### config.mk
export PLATFORM = sky130hd
export DESIGN_NAME = layer_sequencer
export DESIGN_NICKNAME = d
export VERILOG_FILES = /design/src/rtl/cnn_ctrl_pkg.sv /design/src/rtl/stage_timer.sv /design/src/rtl/layer_sequencer.sv
export SDC_FILE = /design/constraint.sdc
export NUM_CORES = 1
export LEC_CHECK = 0
export ABC_AREA = 0
export BUFFER_PORTS_ARGS = -buffer_cell sky130_fd_sc_hd__clkbuf_2
export CORE_MARGIN = 10
export CORE_UTILIZATION = 61
export DETAILED_ROUTE_END_ITERATION = 7
export MAX_ROUTING_LAYER = met4
export PLACE_DENSITY_LB_ADDON = 0.2
export SYNTH_ARGS = -nofsm -noshare
export SYNTH_HDL_FRONTEND = slang
export SYNTH_SLANG_ARGS = --single-unit
export TNS_END_PERCENT = 1
### constraint.sdc
create_clock -name clk -period 3.9 [get_ports clk]
set_clock_uncertainty 0.1 [all_clocks]
set_input_delay 0.195 -clock clk [delete_from_list [all_inputs] [get_ports clk]]
set_output_delay 0.195 -clock clk [all_outputs]
set_load 0.02 [all_outputs]
### src/rtl/cnn_ctrl_pkg.sv
// Shared definitions for the CNN inference control path: sequencer states,
// stage indices and the default chain length.
package cnn_ctrl_pkg;

   localparam int NUM_STAGES_DEF = 8;

   localparam int STG_CONV1    = 0;
   localparam int STG_RELU1    = 1;
   localparam int STG_MAXPOOL1 = 2;
   localparam int STG_CONV2    = 3;
   localparam int STG_RELU2    = 4;
   localparam int STG_MAXPOOL2 = 5;
   localparam int STG_FLATTEN  = 6;
   localparam int STG_DENSE    = 7;

   typedef logic [2:0] state_t;

   localparam state_t ST_IDLE   = 3'd0;
   localparam state_t ST_LAUNCH = 3'd1;
   localparam state_t ST_WAIT   = 3'd2;
   localparam state_t ST_DONE   = 3'd3;
   localparam state_t ST_ERROR  = 3'd4;

   function automatic logic is_busy(input state_t s);
      return (s == ST_LAUNCH) || (s == ST_WAIT);
   endfunction

endpackage

### src/rtl/stage_timer.sv
// Per-stage watchdog: loaded to 1 on launch, counts while waiting, flags when
// it reaches the limit. A limit of 0 never flags.
module stage_timer #(
   parameter int unsigned TIMEOUT_CYCLES = 65535,
   parameter int          W              = 32
) (
   input  logic clk,
   input  logic rst,
   input  logic load,
   input  logic inc,
   output logic expired
);

   logic [W-1:0] count_r;

   // saturating counter so a disabled timeout can never wrap back onto the limit
   always_ff @(posedge clk) begin
      if (rst) begin
         count_r <= '0;
      end else if (load) begin
         count_r <= W'(1);
      end else if (inc && (count_r != {W{1'b1}})) begin
         count_r <= count_r + W'(1);
      end else begin
         count_r <= count_r;
      end
   end

   assign expired = (TIMEOUT_CYCLES != 32'd0) && (count_r == W'(TIMEOUT_CYCLES));

endmodule

### src/rtl/layer_sequencer.sv
// Start/done handshake sequencer for the CNN stage chain with per-stage
// timeout, abort, sticky error reporting and busy-cycle accounting.
module layer_sequencer
   import cnn_ctrl_pkg::*;
#(
   parameter int          NUM_STAGES     = NUM_STAGES_DEF,
   parameter int unsigned TIMEOUT_CYCLES = 65535,
   parameter int          CNT_WIDTH      = 32
) (
   input  logic                          clk,
   input  logic                          rst,
   input  logic                          start,
   input  logic                          abort,
   input  logic [NUM_STAGES-1:0]         stage_done,
   output logic [NUM_STAGES-1:0]         stage_start,
   output logic [NUM_STAGES-1:0]         stage_enable,
   output logic                          busy,
   output logic                          done,
   output logic                          error,
   output logic [$clog2(NUM_STAGES)-1:0] err_stage,
   output logic [CNT_WIDTH-1:0]          cycle_count
);

   localparam int                   IDX_W    = $clog2(NUM_STAGES);
   localparam logic [IDX_W-1:0]     LAST_IDX = IDX_W'(NUM_STAGES - 1);
   localparam logic [NUM_STAGES-1:0] ONE_HOT0 = NUM_STAGES'(1);

   state_t           state_r;
   state_t           state_next;
   logic [IDX_W-1:0] idx_r;
   logic [IDX_W-1:0] idx_next;
   logic             accept_start;
   logic             err_set;
   logic             timeout;

   // next-state logic; abort beats done, done beats timeout
   always_comb begin
      state_next   = state_r;
      idx_next     = idx_r;
      accept_start = 1'b0;
      err_set      = 1'b0;
      case (state_r)
         ST_IDLE, ST_DONE, ST_ERROR: begin
            if (start) begin
               state_next   = ST_LAUNCH;
               idx_next     = '0;
               accept_start = 1'b1;
            end else if (state_r == ST_DONE) begin
               state_next = ST_IDLE;
            end else begin
               state_next = state_r;
            end
         end
         ST_LAUNCH, ST_WAIT: begin
            if (abort) begin
               state_next = ST_ERROR;
               err_set    = 1'b1;
            end else if (stage_done[idx_r]) begin
               if (idx_r == LAST_IDX) begin
                  state_next = ST_DONE;
               end else begin
                  state_next = ST_LAUNCH;
                  idx_next   = idx_r + IDX_W'(1);
               end
            end else if (timeout) begin
               state_next = ST_ERROR;
               err_set    = 1'b1;
            end else begin
               state_next = ST_WAIT;
            end
         end
         default: begin
            state_next = ST_IDLE;
            idx_next   = '0;
         end
      endcase
   end

   stage_timer #(
      .TIMEOUT_CYCLES (TIMEOUT_CYCLES),
      .W              (32)
   ) u_timer (
      .clk     (clk),
      .rst     (rst),
      .load    (state_next == ST_LAUNCH),
      .inc     (state_next == ST_WAIT),
      .expired (timeout)
   );

   // state and handshake outputs are registered from the next-state decode
   always_ff @(posedge clk) begin
      if (rst) begin
         state_r      <= ST_IDLE;
         idx_r        <= '0;
         stage_start  <= '0;
         stage_enable <= '0;
         busy         <= 1'b0;
         done         <= 1'b0;
      end else begin
         state_r      <= state_next;
         idx_r        <= idx_next;
         stage_start  <= (state_next == ST_LAUNCH) ? (ONE_HOT0 << idx_next) : '0;
         stage_enable <= is_busy(state_next) ? (ONE_HOT0 << idx_next) : '0;
         busy         <= is_busy(state_next);
         done         <= (state_next == ST_DONE);
      end
   end

   // sticky error status and the saturating busy-cycle counter
   always_ff @(posedge clk) begin
      if (rst) begin
         error       <= 1'b0;
         err_stage   <= '0;
         cycle_count <= '0;
      end else begin
         if (accept_start) begin
            error <= 1'b0;
         end else if (err_set) begin
            error <= 1'b1;
         end else begin
            error <= error;
         end

         if (err_set) begin
            err_stage <= idx_r;
         end else begin
            err_stage <= err_stage;
         end

         if (accept_start) begin
            cycle_count <= '0;
         end else if (busy && (cycle_count != {CNT_WIDTH{1'b1}})) begin
            cycle_count <= cycle_count + CNT_WIDTH'(1);
         end else begin
            cycle_count <= cycle_count;
         end
      end
   end

endmodule

==> impl_metrics.py, run 1 <==
metrics = {
    "status": {
        "status": "finished clean",
    },
    "power": {
        "p_sw_share_pct": 25.0,
        "power.clock.fraction_pct": 39.1,
        "int_pwr_uw": 1290,
        "portion_of_total_power_attributed_to_sequential_cells_pct": 55.7,
        "power.leakage_uw": 0.00175,
        "total_switching_power_uw": 430,
        "comb_power_share_pct": 5.2,
        "worst_ir_drop_vdd_v": 0.000265,
        "pwr_density_cell_mw_per_mm2": 359,
    },
    "detailed_routing": {
        "topRoutingLayerUsed": "met4",
        "wl_met2_um": 4520,
        "detailedRoute.firstIterationViolations": 144,
        "vias_after_detailed_routing": 3695,
        "route.final.wire_length_um": 9300,
        "drc_errors": 0,
        "final_antenna_net_count": 0,
        "via_per_inst": 5.86,
        "met1Wirelength_um": 4230,
        "firstDrtPassIters": 4,
        "wire_per_inst_um": 14.7,
        "met3_length_um": 419,
    },
    "layout": {
        "most-common-layout-cells": "92 x sky130_fd_sc_hd__dfxtp_1, 80 x sky130_fd_sc_hd__nor2_1, 65 x sky130_fd_sc_hd__clkbuf_2",
        "final_util_pct": 70.9,
        "area_growth_pct": 13.8,
        "final_design_area_no_fill_mm2": 0.00479,
        "final_nets": 561,
        "layout_commonest_cell": "sky130_fd_sc_hd__dfxtp_1",
        "drive_gt1_share_pct": 17.6,
        "ant_diodes": 0,
    },
    "sta": {
        "maxSlewViolCount": 0,
        "clock.fmax_mhz": 333,
        "timing_worst_slew_pin_value_ns": 0.882,
        "layout_worst_path_cycle_share_pct": 77.1,
        "grt_setup_unrepaired": "no",
        "worst_hold_slack_ns": 0.0964,
        "fin_crit_ns": 3.01,
        "finalHoldViolCount": 0,
        "finalSetupViolCount": 0,
        "max-slew-margin-rel_pct": 40.7,
        "setup_tns_ns": 0,
    },
    "global_routing": {
        "global_route.overflow_total": 0,
        "maximum_number_of_pins_on_one_net_before_global_route_repair": 37,
        "grt_first_pass_wirelength_um": 15600,
        "grtUsageTotal_pct": 18.3,
        "grt_pass1_vias": 3472,
        "number_of_antenna_violations_at_the_first_check_in_global_routing": 0,
    },
    "critical_path": {
        "r2r-start": "idx_r[1]",
        "end_kind": "flop",
        "critPathKind": "reg -> reg",
        "worst_ep_arrival_time_ns": 3.20,
        "worstPathRequired_ns": 4.10,
        "timing.critical_path.fanout_max": 20,
        "setup.worst_path.start": "idx_r[1]",
        "worst_setup_path_start_kind": "flop",
    },
    "floorplanning": {
        "initial_utilization_pct": 62.3,
        "io_pins": 66,
        "core-area_mm2": 0.00676,
        "row_count": 30,
        "die_area_mm2": 0.0106,
        "die_width_um": 103,
        "die_height_um": 103,
    },
    "synthesis": {
        "synth_fp_nets": 499,
        "yosysSeqAreaShare_pct": 43.7,
        "postSynthRegisterBits": 92,
        "synthesis.instances": 484,
        "synth.largest_area_cell": "sky130_fd_sc_hd__dfxtp_1",
        "synth.top_cells.by_area": "sky130_fd_sc_hd__dfxtp_1 44%, sky130_fd_sc_hd__nor2_1 7.1%, sky130_fd_sc_hd__xnor2_1 5.0%",
        "synthDominantCellAreaShare_pct": 43.7,
        "async_flop_share_pct": 0,
        "synthDistinctLibCells": 57,
        "ys.flop_type": "sky130_fd_sc_hd__dfxtp_1",
        "mappedNetlistArea_mm2": 0.00421,
        "synth_edf_count": 0,
        "post_synth.cell_area_avg_um2": 8.70,
        "synthesis.yosys.warnings": 0,
    },
    "placed_design": {
        "detailed_place.area_mm2": 0.00458,
        "dpl.hpwl_um": 6710,
        "routabilityCongestion": 0.839,
        "placement.io_buffers": 65,
    },
    "clocking": {
        "clkTransAtPathRegs_ns": 0.10,
        "cts_hold_repair.buffers": 0,
        "clk_latency_ns": 0.36,
        "ctsHtreeMaxLevel": 3,
        "numClockSinks": 92,
        "clock_tree_from_tritoncts": "done",
        "cts_resized": 0,
        "clk_root_buffer_cell": "sky130_fd_sc_hd__clkbuf_8",
        "cts_inserted_buffers": 9,
        "number_of_buffers_between_clock_root_and_the_deepest_sink": 2,
        "cts_setup_buffers": 0,
    },
    "min_path": {
        "worst_hold_path_type": "in -> reg",
        "timing.hold.worst.start": "rst",
    },
    "run": {
        "cap_viol_max_count": 0,
    },
}
-- flip-flops by register name (all words and copies together) (netlist names) --
| register | count |
|---|---|
| idx_r | 3 |
| cycle_count | 32 |
| stage_start | 8 |
| err_stage | 3 |
| error | 1 |
| done | 1 |
| u_timer.count_r | 32 |
| state_r | 3 |
| stage_enable | 8 |
| busy | 1 |
-- kinds of logic (layout without fill, tap and decap cells) --
group	Yosys count	count (layout)	synth area share [%]
mux	13	13	3.77
flops	92	92	43.7
fa+ha+maj	3	3	0.892
simple gates	233	233	28.2
buf+inv	31	98	3.27
compound gates	66	66	10.5
xor+xnor	46	46	9.57
-- power by group through the flow --
| stage | registers (uW) | clock network, uW | logic (uW) |
|---|---|---|---|
| final | 957 | 672 | 89.5 |
| after global routing | 959 | 722 | 100 |
| after floorplan | 981 | 0 | 60.7 |
| after global placement | 978 | 0 | 88.0 |
| after CTS | 957 | 681 | 90.4 |
| after detailed placement | 979 | 0 | 89.7 |
-- through the flow --
step	instances	total power, uW	setup WS, ns
2_1_floorplan	484	1040	1.39
3_3_place_gp	615	1070	1.01
3_5_place_dp	615	1070	0.957
4_1_cts	631	1730	0.916
5_1_grt	631	1780	0.708
6_report	631	1720	0.893
-- cell usage after synthesis, drive strengths merged (4+ instances only) --
master,instances
nor4,10
o21ai,11
dfxtp,92
nor3,10
mux2,4
a2111oi,6
or3,17
and3,10
xnor2,24
buf,9
nand3,22
a21oi,20
and4,7
mux2i,8
or4,4
and2,4
nor2,80
nand4,20
nand2,36
a211oi,5
clkbuf,9
inv,13
xor2,22
-- critical path, cell delays in order, from the launching register on --
cell and delay [ns]:
sky130_fd_sc_hd__dfxtp_1 0.54, sky130_fd_sc_hd__mux2_1 0.35, sky130_fd_sc_hd__mux4_2 0.56, sky130_fd_sc_hd__nand2b_4 0.28, sky130_fd_sc_hd__a2111o_1 0.51, sky130_fd_sc_hd__or4_1 0.45, sky130_fd_sc_hd__a21oi_1 0.15
-- path summary, 6_finish.rpt --
kind / end / cells after the start / slack, ns
hold / removal: err_stage[0] / 2 / 0.1
hold reg to reg: error / 2 / 0.37
setup reg to reg: u_timer.count_r[31] / 6 / 0.89
setup / recovery: u_timer.count_r[31] / 6 / 0.89
-- layer usage --
metal / track usage, % / up-vias
met5: - / -
met4: 7.06 / 0
met3: 3.55 / 15
met2: 29.1 / 90
met1: 22.5 / 1736
li1: - / 1854
-- area by class of cell --
class                           count  area [um2]
Tap cell                           80         100
Fill cell                         556        1970
Clock inverter                      7        88.8
Clock buffer                        9         124
Multi-Input combinational cell    361        2230
Inverter                           13        48.8
Sequential cell                    92        1840
Timing Repair Buffer               69         355
Power figures use the tool's default switching activity.
==> run 2, diff against run 1 <==
--- a/config.mk
+++ b/config.mk
@@ -8,7 +8,7 @@
 export ABC_AREA = 0
 export BUFFER_PORTS_ARGS = -buffer_cell sky130_fd_sc_hd__clkbuf_2
 export CORE_MARGIN = 10
-export CORE_UTILIZATION = 61
+export CORE_UTILIZATION = 56
 export DETAILED_ROUTE_END_ITERATION = 7
 export MAX_ROUTING_LAYER = met4
 export PLACE_DENSITY_LB_ADDON = 0.2
==> constraint.sdc (replaced) <==
create_clock -name clk -period 2.8 [get_ports clk]
set_clock_uncertainty 0.1 [all_clocks]
set_input_delay 0.14 -clock clk [delete_from_list [all_inputs] [get_ports clk]]
set_output_delay 0.14 -clock clk [all_outputs]
set_load 0.02 [all_outputs]
==> impl_metrics.py, run 2 (synthesis results as in run 1) <==
metrics = {
    "sta": {
        "finalHoldViolCount": 0,
        "timing_worst_slew_pin_value_ns": 0.661,
        "finalSetupViolCount": 0,
        "grt_setup_unrepaired": "no",
        "worst_hold_slack_ns": 0.0504,
        "setup_tns_ns": 0,
        "layout_worst_path_cycle_share_pct": 93.5,
        "maxSlewViolCount": 0,
        "max-slew-margin-rel_pct": 55.7,
        "clock.fmax_mhz": 382,
        "fin_crit_ns": 2.62,
    },
    "floorplanning": {
        "initial_utilization_pct": 57.7,
        "die_width_um": 107,
        "io_pins": 66,
        "core-area_mm2": 0.00729,
        "die_height_um": 107,
        "die_area_mm2": 0.0114,
        "row_count": 31,
    },
    "clocking": {
        "number_of_buffers_between_clock_root_and_the_deepest_sink": 2,
        "numClockSinks": 92,
        "clock_tree_from_tritoncts": "done",
        "clk_latency_ns": 0.38,
        "clkTransAtPathRegs_ns": 0.09,
        "cts_inserted_buffers": 9,
        "clk_root_buffer_cell": "sky130_fd_sc_hd__clkbuf_8",
        "ctsHtreeMaxLevel": 3,
    },
    "layout": {
        "reg_top3": "cycle_count: 32 flops, u_timer.count_r: 32 flops",
        "final_cell_count_no_fill": 660,
        "layout_commonest_cell": "sky130_fd_sc_hd__dfxtp_1",
        "ant_diodes": 0,
        "final_nets": 571,
        "area_growth_pct": 16.3,
        "filler_cell_count": 643,
        "most-common-layout-cells": "91 x sky130_fd_sc_hd__dfxtp_1, 80 x sky130_fd_sc_hd__nor2_1, 65 x sky130_fd_sc_hd__clkbuf_2",
        "drive_gt1_share_pct": 19.3,
    },
    "power": {
        "power.clock.fraction_pct": 39.7,
        "comb_power_share_pct": 5.5,
        "portion_of_total_power_attributed_to_sequential_cells_pct": 54.7,
        "pwr_density_cell_mw_per_mm2": 498,
        "worst_ir_drop_vdd_v": 0.000374,
        "power.leakage_uw": 0.00181,
        "p_sw_share_pct": 25.1,
        "total_switching_power_uw": 611,
        "p_total_uw": 2440,
        "int_pwr_uw": 1830,
    },
    "critical_path": {
        "worst_setup_path_start_kind": "flop",
        "critPathKind": "reg -> reg",
        "end_kind": "flop",
        "r2r-start": "idx_r[1]",
        "worst-r2r-setup-slack_ns": 0.18,
        "setup.worst_path.start": "idx_r[1]",
        "worst_ep_arrival_time_ns": 2.81,
        "worstPathRequired_ns": 3.00,
        "timing.rr.end": "stage_start[5]",
        "worst_setup_ep": "stage_start[5]",
        "timing.critical_path.fanout_max": 8,
        "r2r_cells": 8,
    },
    "global_routing": {
        "number_of_antenna_violations_at_the_first_check_in_global_routing": 0,
        "grt_first_pass_wirelength_um": 17100,
        "grtUsageTotal_pct": 18.2,
        "global_route.overflow_total": 0,
        "grt_pass1_vias": 3700,
        "maximum_number_of_pins_on_one_net_before_global_route_repair": 36,
    },
    "detailed_routing": {
        "firstDrtPassIters": 4,
        "vias_after_detailed_routing": 3713,
        "wire_per_inst_um": 14.8,
        "route.final.wire_length_um": 9760,
        "detailedRoute.firstIterationViolations": 169,
        "final_antenna_net_count": 0,
        "drc_errors": 0,
        "via_per_inst": 5.63,
    },
    "min_path": {
        "worst_hold_path_type": "in -> reg",
    },
    "placed_design": {
        "dpl.hpwl_um": 7030,
        "numPlacedInstances": 644,
        "routabilityCongestion": 0.891,
        "placement.io_buffers": 65,
    },
    "status": {
        "status": "finished clean",
    },
    "run": {
        "cap_viol_max_count": 0,
    },
}
-- run 2: cell types whose count changed in the layout (fill, tap and decap cells not counted), sizes merged --
cell	change
buf	+10
clkbuf	+1
clkinvlp	-1
-- run 2: per-stage QoR --
step / cell area (um2) / setup WS [ns] / utilization, %
2_1_floorplan: 4210 / 0.288 / -
6_report: 4900 / 0.183 / 67.1
4_1_cts: 4890 / 0.0207 / 67.1
3_3_place_gp: 4680 / 0.133 / 64.1
5_1_grt: 4900 / 0.0528 / 67.1
3_5_place_dp: 4680 / 0.0573 / 64.1
-- run 2: power groups by stage --
stage | Combinational [uW] | Sequential (uW) | Clock, uW
after global routing | 149 | 1340 | 1040
after floorplan | 84.5 | 1370 | 0
after global placement | 131 | 1360 | 0
after detailed placement | 134 | 1360 | 0
final | 135 | 1330 | 968
after CTS | 135 | 1330 | 986
-- run 2: worst max-delay path: stages (launching register included) --
cell and delay [ns]:
sky130_fd_sc_hd__dfxtp_4 0.42, sky130_fd_sc_hd__mux2_1 0.34, sky130_fd_sc_hd__mux4_2 0.50, sky130_fd_sc_hd__buf_4 0.18, sky130_fd_sc_hd__nor4b_1 0.31, sky130_fd_sc_hd__buf_4 0.18, sky130_fd_sc_hd__a211o_1 0.16, sky130_fd_sc_hd__nand3b_1 0.16
sky130_fd_sc_hd__nor3_1 0.20
-- run 2: worst min-delay path by stage --
stage | from | endpoint | slack (ns) | cells past startpoint
detailed placement | error | error | 0.35 | 2
global route | rst | idx_r[1] | 0.05 | 2
floorplan | rst | state_r[0] | 0.15 | 1
CTS | rst | idx_r[0] | 0.04 | 2
finish | rst | idx_r[1] | 0.05 | 2
global placement | u_timer.count_r[8] | u_timer.count_r[8] | 0.34 | 1
-- run 2: area by class of cell --
type                       instances  area (um2)  share of cell area [%]
clock buffer                      10         138                    2.81
inverter                          13        48.8                   0.997
clock inverter                     6        78.8                    1.61
multi-input combinational        361        2230                    45.6
sequential                        92        1850                    37.7
timing repair buffer              79         430                    8.79
tap                               99         124                    2.53
-- run 2: metal layers --
metal  vias up  global-route usage [%]  wire [um]
met5         -                       -          0
met1      1749                    21.1       4430
li1       1861                       -          -
met3        14                    5.15        469
met2        89                    29.5       4680
met4         0                    6.67        178
-- run 2: what timing repair did --
| item | 4_1_cts | 5_1_grt |
|---|---|---|
| setup endpoints to repair | 0 | 15 |
| hold buffers | 0 | 0 |
| buffers inserted | 0 | 0 |
| gates resized for setup | 0 | 2 |
